$ cat src/rtl/divisor_restauracion.sv
// divisor_restauracion: 6-bit by 3-bit restoring divider (control FSM + datapath).
// Rev 1.0
`default_nettype none

module divisor_restauracion (
  input  logic       clk,
  input  logic       reset,
  input  logic       start,
  input  logic [5:0] dividendo,
  input  logic [2:0] divisor,
  output logic [5:0] cociente,
  output logic [2:0] resto,
  output logic       Fin,
  output logic       ocupado,
  output logic       error_div0
);

  typedef enum logic [1:0] {
    IDLE = 2'd0,
    ITER = 2'd1,
    DONE = 2'd2
  } state_e;

  state_e     state_q, state_d;
  logic [3:0] a_q, a_d;
  logic [5:0] q_q, q_d;
  logic [2:0] m_q, m_d;
  logic [2:0] cnt_q, cnt_d;
  logic [5:0] coc_q, coc_d;
  logic [2:0] res_q, res_d;
  logic       err_q, err_d;

  logic [3:0] w_a_sh;
  logic [3:0] w_t;
  logic [3:0] w_a_nx;
  logic [5:0] w_q_nx;

  always_ff @(posedge clk) begin
    if (!reset) begin
      state_q <= IDLE;
      a_q     <= 4'd0;
      q_q     <= 6'd0;
      m_q     <= 3'd0;
      cnt_q   <= 3'd0;
      coc_q   <= 6'd0;
      res_q   <= 3'd0;
      err_q   <= 1'b0;
    end else begin
      state_q <= state_d;
      a_q     <= a_d;
      q_q     <= q_d;
      m_q     <= m_d;
      cnt_q   <= cnt_d;
      coc_q   <= coc_d;
      res_q   <= res_d;
      err_q   <= err_d;
    end
  end

  // One restoring step; a negative trial difference (bit 3) keeps the shifted remainder.
  always_comb begin
    w_a_sh = {a_q[2:0], q_q[5]};
    w_t    = w_a_sh - {1'b0, m_q};
    w_a_nx = w_t[3] ? w_a_sh : w_t;
    w_q_nx = {q_q[4:0], ~w_t[3]};
  end

  always_comb begin
    state_d = state_q;
    a_d     = a_q;
    q_d     = q_q;
    m_d     = m_q;
    cnt_d   = cnt_q;
    coc_d   = coc_q;
    res_d   = res_q;
    err_d   = err_q;
    case (state_q)
      IDLE: begin
        if (start) begin
          if (divisor != 3'd0) begin
            a_d     = 4'd0;
            q_d     = dividendo;
            m_d     = divisor;
            cnt_d   = 3'd6;
            err_d   = 1'b0;
            state_d = ITER;
          end else begin
            coc_d   = 6'h3F;
            res_d   = 3'd0;
            err_d   = 1'b1;
            state_d = DONE;
          end
        end
      end
      ITER: begin
        a_d   = w_a_nx;
        q_d   = w_q_nx;
        cnt_d = cnt_q - 3'd1;
        if (cnt_q == 3'd1) begin
          coc_d   = w_q_nx;
          res_d   = w_a_nx[2:0];
          state_d = DONE;
        end
      end
      DONE: begin
        state_d = IDLE;
      end
      default: begin
        state_d = IDLE;
      end
    endcase
  end

  assign cociente   = coc_q;
  assign resto      = res_q;
  assign Fin        = (state_q == DONE);
  assign ocupado    = (state_q != IDLE);
  assign error_div0 = (state_q == DONE) && err_q;

endmodule

`default_nettype wire
$ cat config.mk
export PLATFORM = sky130hd
export DESIGN_NAME = divisor_restauracion
export DESIGN_NICKNAME = d
export VERILOG_FILES = /design/src/rtl/divisor_restauracion.sv
export SDC_FILE = /design/constraint.sdc
export NUM_CORES = 1
export LEC_CHECK = 0
export ABC_AREA = 1
export CAP_MARGIN = 30
export CORE_AREA = 4 4 79 44
export CTS_BUF_LIST = sky130_fd_sc_hd__clkbuf_16
export CTS_CLUSTER_SIZE = 8
export DETAILED_ROUTE_END_ITERATION = 10
export DIE_AREA = 0 0 83 48
export DONT_BUFFER_PORTS = 1
export PLACE_DENSITY = 0.66
export SYNTH_ARGS = -nofsm -noshare
export SYNTH_HDL_FRONTEND = slang
export SYNTH_SLANG_ARGS = --single-unit
export TNS_END_PERCENT = 10
$ cat constraint.sdc
create_clock -name clk -period 1.5 [get_ports clk]
set_clock_uncertainty 0.1 [all_clocks]
set_input_delay 0.15 -clock clk [delete_from_list [all_inputs] [get_ports clk]]
set_output_delay 0.15 -clock clk [all_outputs]
set_load 0.05 [all_outputs]
==> impl_metrics.env, run 1 <==
export IMPL_slew_viol_final=0
export IMPL_crit_chain="inv_2 -> ha_4 -> fa_2 -> inv_2 -> nand4_1 -> nand3_2 -> nand2_1 -> inv_1"
export IMPL_ys_seq_area_frac=0.399
export IMPL_firstDrtPassIters=4
export IMPL_fin_util=0.621
export IMPL_core_um2=2840
export IMPL_gp_congestion=0.887
export IMPL_synth_cell_types=29
export IMPL_synthSimpleGateAreaFrac=0.256
export IMPL_cp_data_arrival_time_ps=1690
export IMPL_grt_max_degree=22
export IMPL_cts_sinks=27
export IMPL_postSynthCellCount=175
export IMPL_hpwl_um=2490
export IMPL_tritoncts="built"
export IMPL_worst_slack_ps=-118
export IMPL_avgSynthCellArea_um2=7.75
export IMPL_power_leakage_nw=0.829
export IMPL_worstReg2RegStart="q_q[5]$_SDFFE_PN0P_"
export IMPL_rows=14
export IMPL_start_util=0.478
export IMPL_dieArea_um2=3980
export IMPL_ios=24
export IMPL_place_area_um2=1560
export IMPL_vdd_drop_max_uv=783
export IMPL_period_needed_ps=1620
export IMPL_max_freq_mhz=618
export IMPL_worst_slew_pin_slew_ps=685
export IMPL_relSlewSlack=0.542
export IMPL_ys_warn_count=0
export IMPL_final_cell_area_um2=1760
export IMPL_cts_buffers=3
export IMPL_nNetsFinal=221
export IMPL_port_buffers=0
export IMPL_critical_path_max_stage_delay_ps=530
export IMPL_setup_viol=9
export IMPL_globalRouteOverflowTotal=0
export IMPL_n_antenna_cell=0
export IMPL_wl_per_cell_um=14.4
export IMPL_min_from="start"
export IMPL_htreeDepth=1
export IMPL_cp_start_kind="register"
export IMPL_synth_nets=193
export IMPL_cp_common_cell="inv_2"
export IMPL_grt_pass1_wl_um=5440
export IMPL_hold_viol=2
export IMPL_synth_compound_area_frac=0.171
export IMPL_grt_pass1_vias=1140
export IMPL_clk_latency_ps=260
export IMPL_synth_top_area_cell="dfxtp_1"
export IMPL_violations="negative hold slack, negative setup slack"
export IMPL_hold_ws_ps=-2.65
export IMPL_drc=0
export IMPL_synthesis_area_um2=1360
export IMPL_synthAdderAreaFrac=0.0609
export IMPL_muxShareOfSynthArea=0
export IMPL_yosys_top_cells_area="dfxtp_1 (40%), nand2_1 (7.5%), inv_1 (7.2%), a21oi_1 (5.9%), o21ai_0 (4.8%)"
export IMPL_root_buffer="clkbuf_16"
export IMPL_rsz0062_at_grt="true"
export IMPL_dr_total_vias=1276
export IMPL_period_share=1.08
export IMPL_crit_required_ps=1570
export IMPL_worst_setup_path_end_kind="register"
export IMPL_cts_max_path_buffers=2
export IMPL_syn2layout_area_growth_pct=30.0
export IMPL_cp_top_family="adder cells"
export IMPL_drt_wl_total_um=3480
export IMPL_synth_top_area_frac=0.399
export IMPL_viasPerCell=5.27
export IMPL_antenna_found_initial=0
export IMPL_worstRegToRegCells=8
export IMPL_synth_xor_area_share=0.00646
export IMPL_crit_buf_inv=3
export IMPL_drt_initial_drc_count=101
export IMPL_maxCapViolations=0
export IMPL_worstHoldEndpoint="err_q$_SDFFE_PN0P_"
export IMPL_worstHoldPathType="primary input to register"
export IMPL_grt_use_total=0.177
export IMPL_cp_max_fo=2
export IMPL_antenna_left=0
export IMPL_synth_top_family_by_area="simple AND/OR/NAND/NOR gates"
export IMPL_cp_slowest_cell="fa_2"
export IMPL_power_density_nw_per_um2=1360
export IMPL_hold_path_depth=2
export IMPL_die_y_um=48
export IMPL_die_x_um=83
export IMPL_yosys_register_bits=27
export IMPL_pre_cts_ws_ps=-214
export IMPL_status="finished, violations left"
export IMPL_drive_above_1_share=0.297
export IMPL_r2r_end="resto[1]$_SDFFE_PN0P_"
export IMPL_crit_type="register to register"
export IMPL_clkSlewWorstSetupHoldPaths_ps=70
export IMPL_r2r_slack_ps=-120
## cells in the final DEF (no fill, tap or decap), drive strengths merged
| master | instances |
|---|---|
| nand4 | 6 |
| dlygate4sd3 | 4 |
| o211ai | 1 |
| nand2 | 30 |
| fa | 1 |
| inv | 28 |
| xnor2 | 1 |
| nor3 | 2 |
| o21bai | 5 |
| clkinv | 1 |
| nor2 | 17 |
| dfxtp | 27 |
| o32ai | 1 |
| nand3 | 12 |
| o22ai | 1 |
| buf | 24 |
| or2 | 1 |
| a21oi | 17 |
| ha | 5 |
| o21ai | 15 |
| clkbuf | 3 |
## stage by stage
stage / power (mW) / hold slack, ps / setup TNS, ps / std cells
floorplan: 1.47 / 200 / -150 / 175
global placement: 1.67 / 152 / -616 / 233
detailed placement: 1.69 / 161 / -1070 / 233
CTS: 2.35 / -112 / -259 / 241
global route: 2.52 / 4.06 / -1560 / 242
finish: 2.40 / -2.65 / -477 / 242
## registers in the layout, indices dropped and copies added, names as in the netlist
| name | cells |
|---|---|
| err_q | 1 |
| m_q | 3 |
| cnt_q | 3 |
| a_q | 3 |
| cociente | 6 |
| resto | 3 |
| state_q | 2 |
| q_q | 6 |
## worst reg2reg max path, delay by kind of cell (launching register included)
family | cells | cell delay (ps)
adder cells (fa/ha/maj) | 2 | 690
flip-flops | 1 | 340
AND/OR/NAND/NOR | 3 | 280
buffers and inverters | 3 | 120
## layer usage
layer | global-route usage | vias up | share of wire
met4 | 0.0521 | 0 | 0.011
met2 | 0.261 | 47 | 0.43
met1 | 0.251 | 597 | 0.48
met3 | 0.0550 | 6 | 0.087
met5 | 0 | - | 0
li1 | - | 626 | -
## kinds of logic (layout without fill, tap and decap cells)
kind of cell,Yosys count,count (layout)
buffers and inverters,33,60
AO/OA/AOI/OAI,40,40
adder cells (fa/ha/maj),6,6
XOR/XNOR,1,1
flip-flops,27,27
AND/OR/NAND/NOR,68,68
## layout make-up
cell class | count | area (um2)
Fill cell | 241 | 1070
Timing Repair Buffer | 28 | 240
Clock buffer | 3 | 75.1
Multi-Input combinational cell | 115 | 741
Inverter | 28 | 108
Sequential cell | 27 | 544
Clock inverter | 1 | 5.00
Tap cell | 40 | 50.0
## how the worst max path moves through the flow
stage	from	end	slack [ps]	cells past startpoint
floorplan	q_q[5]$_SDFFE_PN0P_	a_q[1]$_SDFFE_PN0P_	-50	8
global placement	q_q[5]$_SDFFE_PN0P_	resto[1]$_SDFFE_PN0P_	-140	8
detailed placement	q_q[5]$_SDFFE_PN0P_	resto[1]$_SDFFE_PN0P_	-210	8
CTS	q_q[5]$_SDFFE_PN0P_	resto[1]$_SDFFE_PN0P_	-90	8
global route	q_q[5]$_SDFFE_PN0P_	resto[1]$_SDFFE_PN0P_	-170	8
finish	q_q[5]$_SDFFE_PN0P_	resto[1]$_SDFFE_PN0P_	-120	8
## synth_stat cells
cell / count
o32ai_1: 1
nor2_2: 1
inv_2: 1
nor3_1: 2
nor2_8: 1
buf_8: 1
or2_2: 1
a21oi_1: 16
o211ai_1: 1
o21ai_2: 2
nand2_1: 27
o21ai_0: 13
clkbuf_1: 1
nand3_1: 9
xnor2_1: 1
a21oi_2: 1
inv_4: 1
nand2_4: 3
buf_4: 2
o22ai_1: 1
buf_2: 1
ha_1: 5
fa_1: 1
inv_1: 26
dfxtp_1: 27
nand3_2: 3
o21bai_1: 5
nand4_1: 6
nor2_1: 15
## where the power goes
| group | internal, mW | switching [mW] | total [mW] |
|---|---|---|---|
| logic | 0.333 | 0.563 | 0.896 |
| clock network | 0.360 | 0.259 | 0.620 |
| registers | 0.820 | 0.0647 | 0.885 |
| total | 1.51 | 0.887 | 2.40 |
## repair_timing
| action | CTS | global route |
|---|---|---|
| resized for setup | 11 | 12 |
| endpoints found under the hold margin | 21 | 19 |
| hold buffers | 3 | 1 |
| pin swaps | 6 | 4 |
| setup endpoints to repair | 10 | 19 |
| setup buffers | 1 | 0 |
Power figures use the tool's default switching activity.
==> inputs of run 2 (changes only) <==
--- a/config.mk
+++ b/config.mk
@@ -6,7 +6,7 @@
 export NUM_CORES = 1
 export LEC_CHECK = 0
 export ABC_AREA = 1
-export CAP_MARGIN = 30
+export CAP_MARGIN = 20
 export CORE_AREA = 4 4 79 44
 export CTS_BUF_LIST = sky130_fd_sc_hd__clkbuf_16
 export CTS_CLUSTER_SIZE = 8
@@ -14,6 +14,7 @@
 export DIE_AREA = 0 0 83 48
 export DONT_BUFFER_PORTS = 1
 export PLACE_DENSITY = 0.66
+export SLEW_MARGIN = 20
 export SYNTH_ARGS = -nofsm -noshare
 export SYNTH_HDL_FRONTEND = slang
 export SYNTH_SLANG_ARGS = --single-unit
==> results of run 2 <==
Same layout as run 1: the final DEF is identical, and so are final timing and power.
==> inputs of run 3 (changes only) <==
--- a/config.mk
+++ b/config.mk
@@ -7,13 +7,11 @@
 export LEC_CHECK = 0
 export ABC_AREA = 1
 export CAP_MARGIN = 20
-export CORE_AREA = 4 4 79 44
+export CORE_AREA = 4 4 101 55
 export CTS_BUF_LIST = sky130_fd_sc_hd__clkbuf_16
 export CTS_CLUSTER_SIZE = 8
 export DETAILED_ROUTE_END_ITERATION = 10
-export DIE_AREA = 0 0 83 48
-export DONT_BUFFER_PORTS = 1
-export PLACE_DENSITY = 0.66
+export DIE_AREA = 0 0 105 59
 export SLEW_MARGIN = 20
 export SYNTH_ARGS = -nofsm -noshare
 export SYNTH_HDL_FRONTEND = slang
==> constraint.sdc (replaced) <==
create_clock -name clk -period 1.8 [get_ports clk]
set_clock_uncertainty 0.1 [all_clocks]
set_input_delay 0.18 -clock clk [delete_from_list [all_inputs] [get_ports clk]]
set_output_delay 0.18 -clock clk [all_outputs]
set_load 0.05 [all_outputs]
==> impl_metrics.env, run 3 (synthesis gave the netlist of run 1 again) <==
export IMPL_status="completed"
export IMPL_viasPerCell=4.64
export IMPL_setup_viol=0
export IMPL_tritoncts="built"
export IMPL_cp_depth=1
export IMPL_clk_latency_ps=270
export IMPL_hold_viol=0
export IMPL_period_share=0.944
export IMPL_clkPwrFrac=0.270
export IMPL_nNetsFinal=222
export IMPL_worst_slack_ps=101
export IMPL_rows=18
export IMPL_vdd_drop_max_uv=496
export IMPL_port_buffers=23
export IMPL_max_freq_mhz=588
export IMPL_critical_path_max_stage_delay_ps=810
export IMPL_dieArea_um2=6200
export IMPL_hold_path_depth=2
export IMPL_antenna_left=0
export IMPL_route_met2_wl_um=1320
export IMPL_rsz0062_at_grt="false"
export IMPL_drive_above_1_share=0.187
export IMPL_setup_tns_ps=0
export IMPL_crit_chain="clkdlybuf4s50_1"
export IMPL_ios=24
export IMPL_fin_util=0.378
export IMPL_postCtsResizedCells=0
export IMPL_power_leakage_nw=0.818
export IMPL_crit_buf_inv=1
export IMPL_cp_start_kind="register"
export IMPL_relSlewSlack=0.662
export IMPL_grt_pass1_wl_um=5840
export IMPL_drt_initial_drc_count=51
export IMPL_worstHoldPathType="register to register"
export IMPL_wl_met1_um=1910
export IMPL_r2r_slack_ps=100
export IMPL_root_buffer="clkbuf_16"
export IMPL_switching_power_mw=0.729
export IMPL_syn2layout_area_growth_pct=31.7
export IMPL_slew_viol_final=0
export IMPL_cts_buffers=3
export IMPL_seqPwrFrac=0.372
export IMPL_combPwrFrac=0.359
export IMPL_period_needed_ps=1700
export IMPL_final_fill_count=507
export IMPL_post_cts_setup_buffer_count=0
export IMPL_firstDrtPassIters=4
export IMPL_final_cell_mix="inv_1 (26), nand2_1 (26), dfxtp_1 (26)"
export IMPL_worstRegToRegCells=8
export IMPL_cts_sinks=27
export IMPL_cts_hold_buf=0
export IMPL_met3_length_um=215
export IMPL_pre_cts_ws_ps=78.9
export IMPL_grt_pass1_vias=1186
export IMPL_dr_total_vias=1221
export IMPL_worst_slew_pin_slew_ps=505
export IMPL_cp_max_fo=2
export IMPL_htreeDepth=1
export IMPL_globalRouteOverflowTotal=0
export IMPL_maxCapViolations=0
export IMPL_stdcell_count=263
export IMPL_wl_per_cell_um=13.1
export IMPL_cts_max_path_buffers=2
export IMPL_crit_required_ps=1520
export IMPL_swShare=0.368
export IMPL_grt_use_total=0.118
export IMPL_p_int_mw=1.25
export IMPL_clkSlewWorstSetupHoldPaths_ps=80
export IMPL_grt_max_degree=21
export IMPL_n_antenna_cell=0
export IMPL_gp_congestion=0.884
export IMPL_route_top_layer_used="met4"
export IMPL_worst_setup_path_end_kind="output pin"
export IMPL_core_um2=4730
export IMPL_cp_slowest_cell="clkdlybuf4s50_1"
export IMPL_die_x_um=105
export IMPL_drc=0
export IMPL_hold_ws_ps=371
export IMPL_cp_data_arrival_time_ps=1420
export IMPL_die_y_um=59
export IMPL_power_density_nw_per_um2=1110
export IMPL_dp_cells=259
export IMPL_cp_top_family="buffers and inverters"
export IMPL_crit_type="register to output pin"
export IMPL_hpwl_um=2510
export IMPL_antenna_found_initial=0
export IMPL_drt_wl_total_um=3460
export IMPL_start_util=0.287
==> run 3: cell types whose count changed in the layout (fill, tap and decap cells not counted), moves of 4 or more <==
| cell | change |
|---|---|
| nand2_2 | -5 |
| buf_4 | -9 |
| nand2_1 | +5 |
| clkdlybuf4s50_1 | +15 |
| dlygate4sd3_1 | -4 |
==> run 3: final timing paths <==
kind / startpoint / endpoint
min: cnt_q[2]$_SDFFE_PN0P_ / cnt_q[2]$_SDFFE_PN0P_
min reg2reg: cnt_q[2]$_SDFFE_PN0P_ / cnt_q[2]$_SDFFE_PN0P_
max: cociente[5]$_SDFFE_PN0P_ / cociente[5]
max reg2reg: q_q[5]$_SDFFE_PN0P_ / a_q[1]$_SDFFE_PN0P_
==> run 3: through the flow <==
stage | area, um2 | total power, mW
3_3_place_gp | 1670 | 1.43
5_1_grt | 1790 | 2.09
6_report | 1790 | 1.98
3_5_place_dp | 1670 | 1.43
4_1_cts | 1760 | 1.97
2_1_floorplan | 1360 | 1.22
==> run 3: cell type report <==
class | count | area [um2] | area share
inverter | 28 | 108 | 0.0602
multi-input combinational | 115 | 698 | 0.391
sequential | 27 | 542 | 0.303
tap | 60 | 75.1 | 0.0420
timing repair buffer | 29 | 280 | 0.157
clock inverter | 1 | 8.76 | 0.00490
clock buffer | 3 | 75.1 | 0.0420
==> run 3: power by group through the flow <==
stage          sequential (mW)  combinational [mW]  clock, mW
2_1_floorplan            0.850               0.374          0
6_report                 0.736               0.711      0.534
3_3_place_gp             0.748               0.678          0
3_5_place_dp             0.748               0.686          0
5_1_grt                  0.749               0.781      0.565
4_1_cts                  0.735               0.693      0.539
==> run 3: metal layers <==
layer,track usage,vias up
met5,0,-
met4,0.0168,0
met3,0.0370,2
met2,0.169,34
met1,0.178,558
li1,-,627
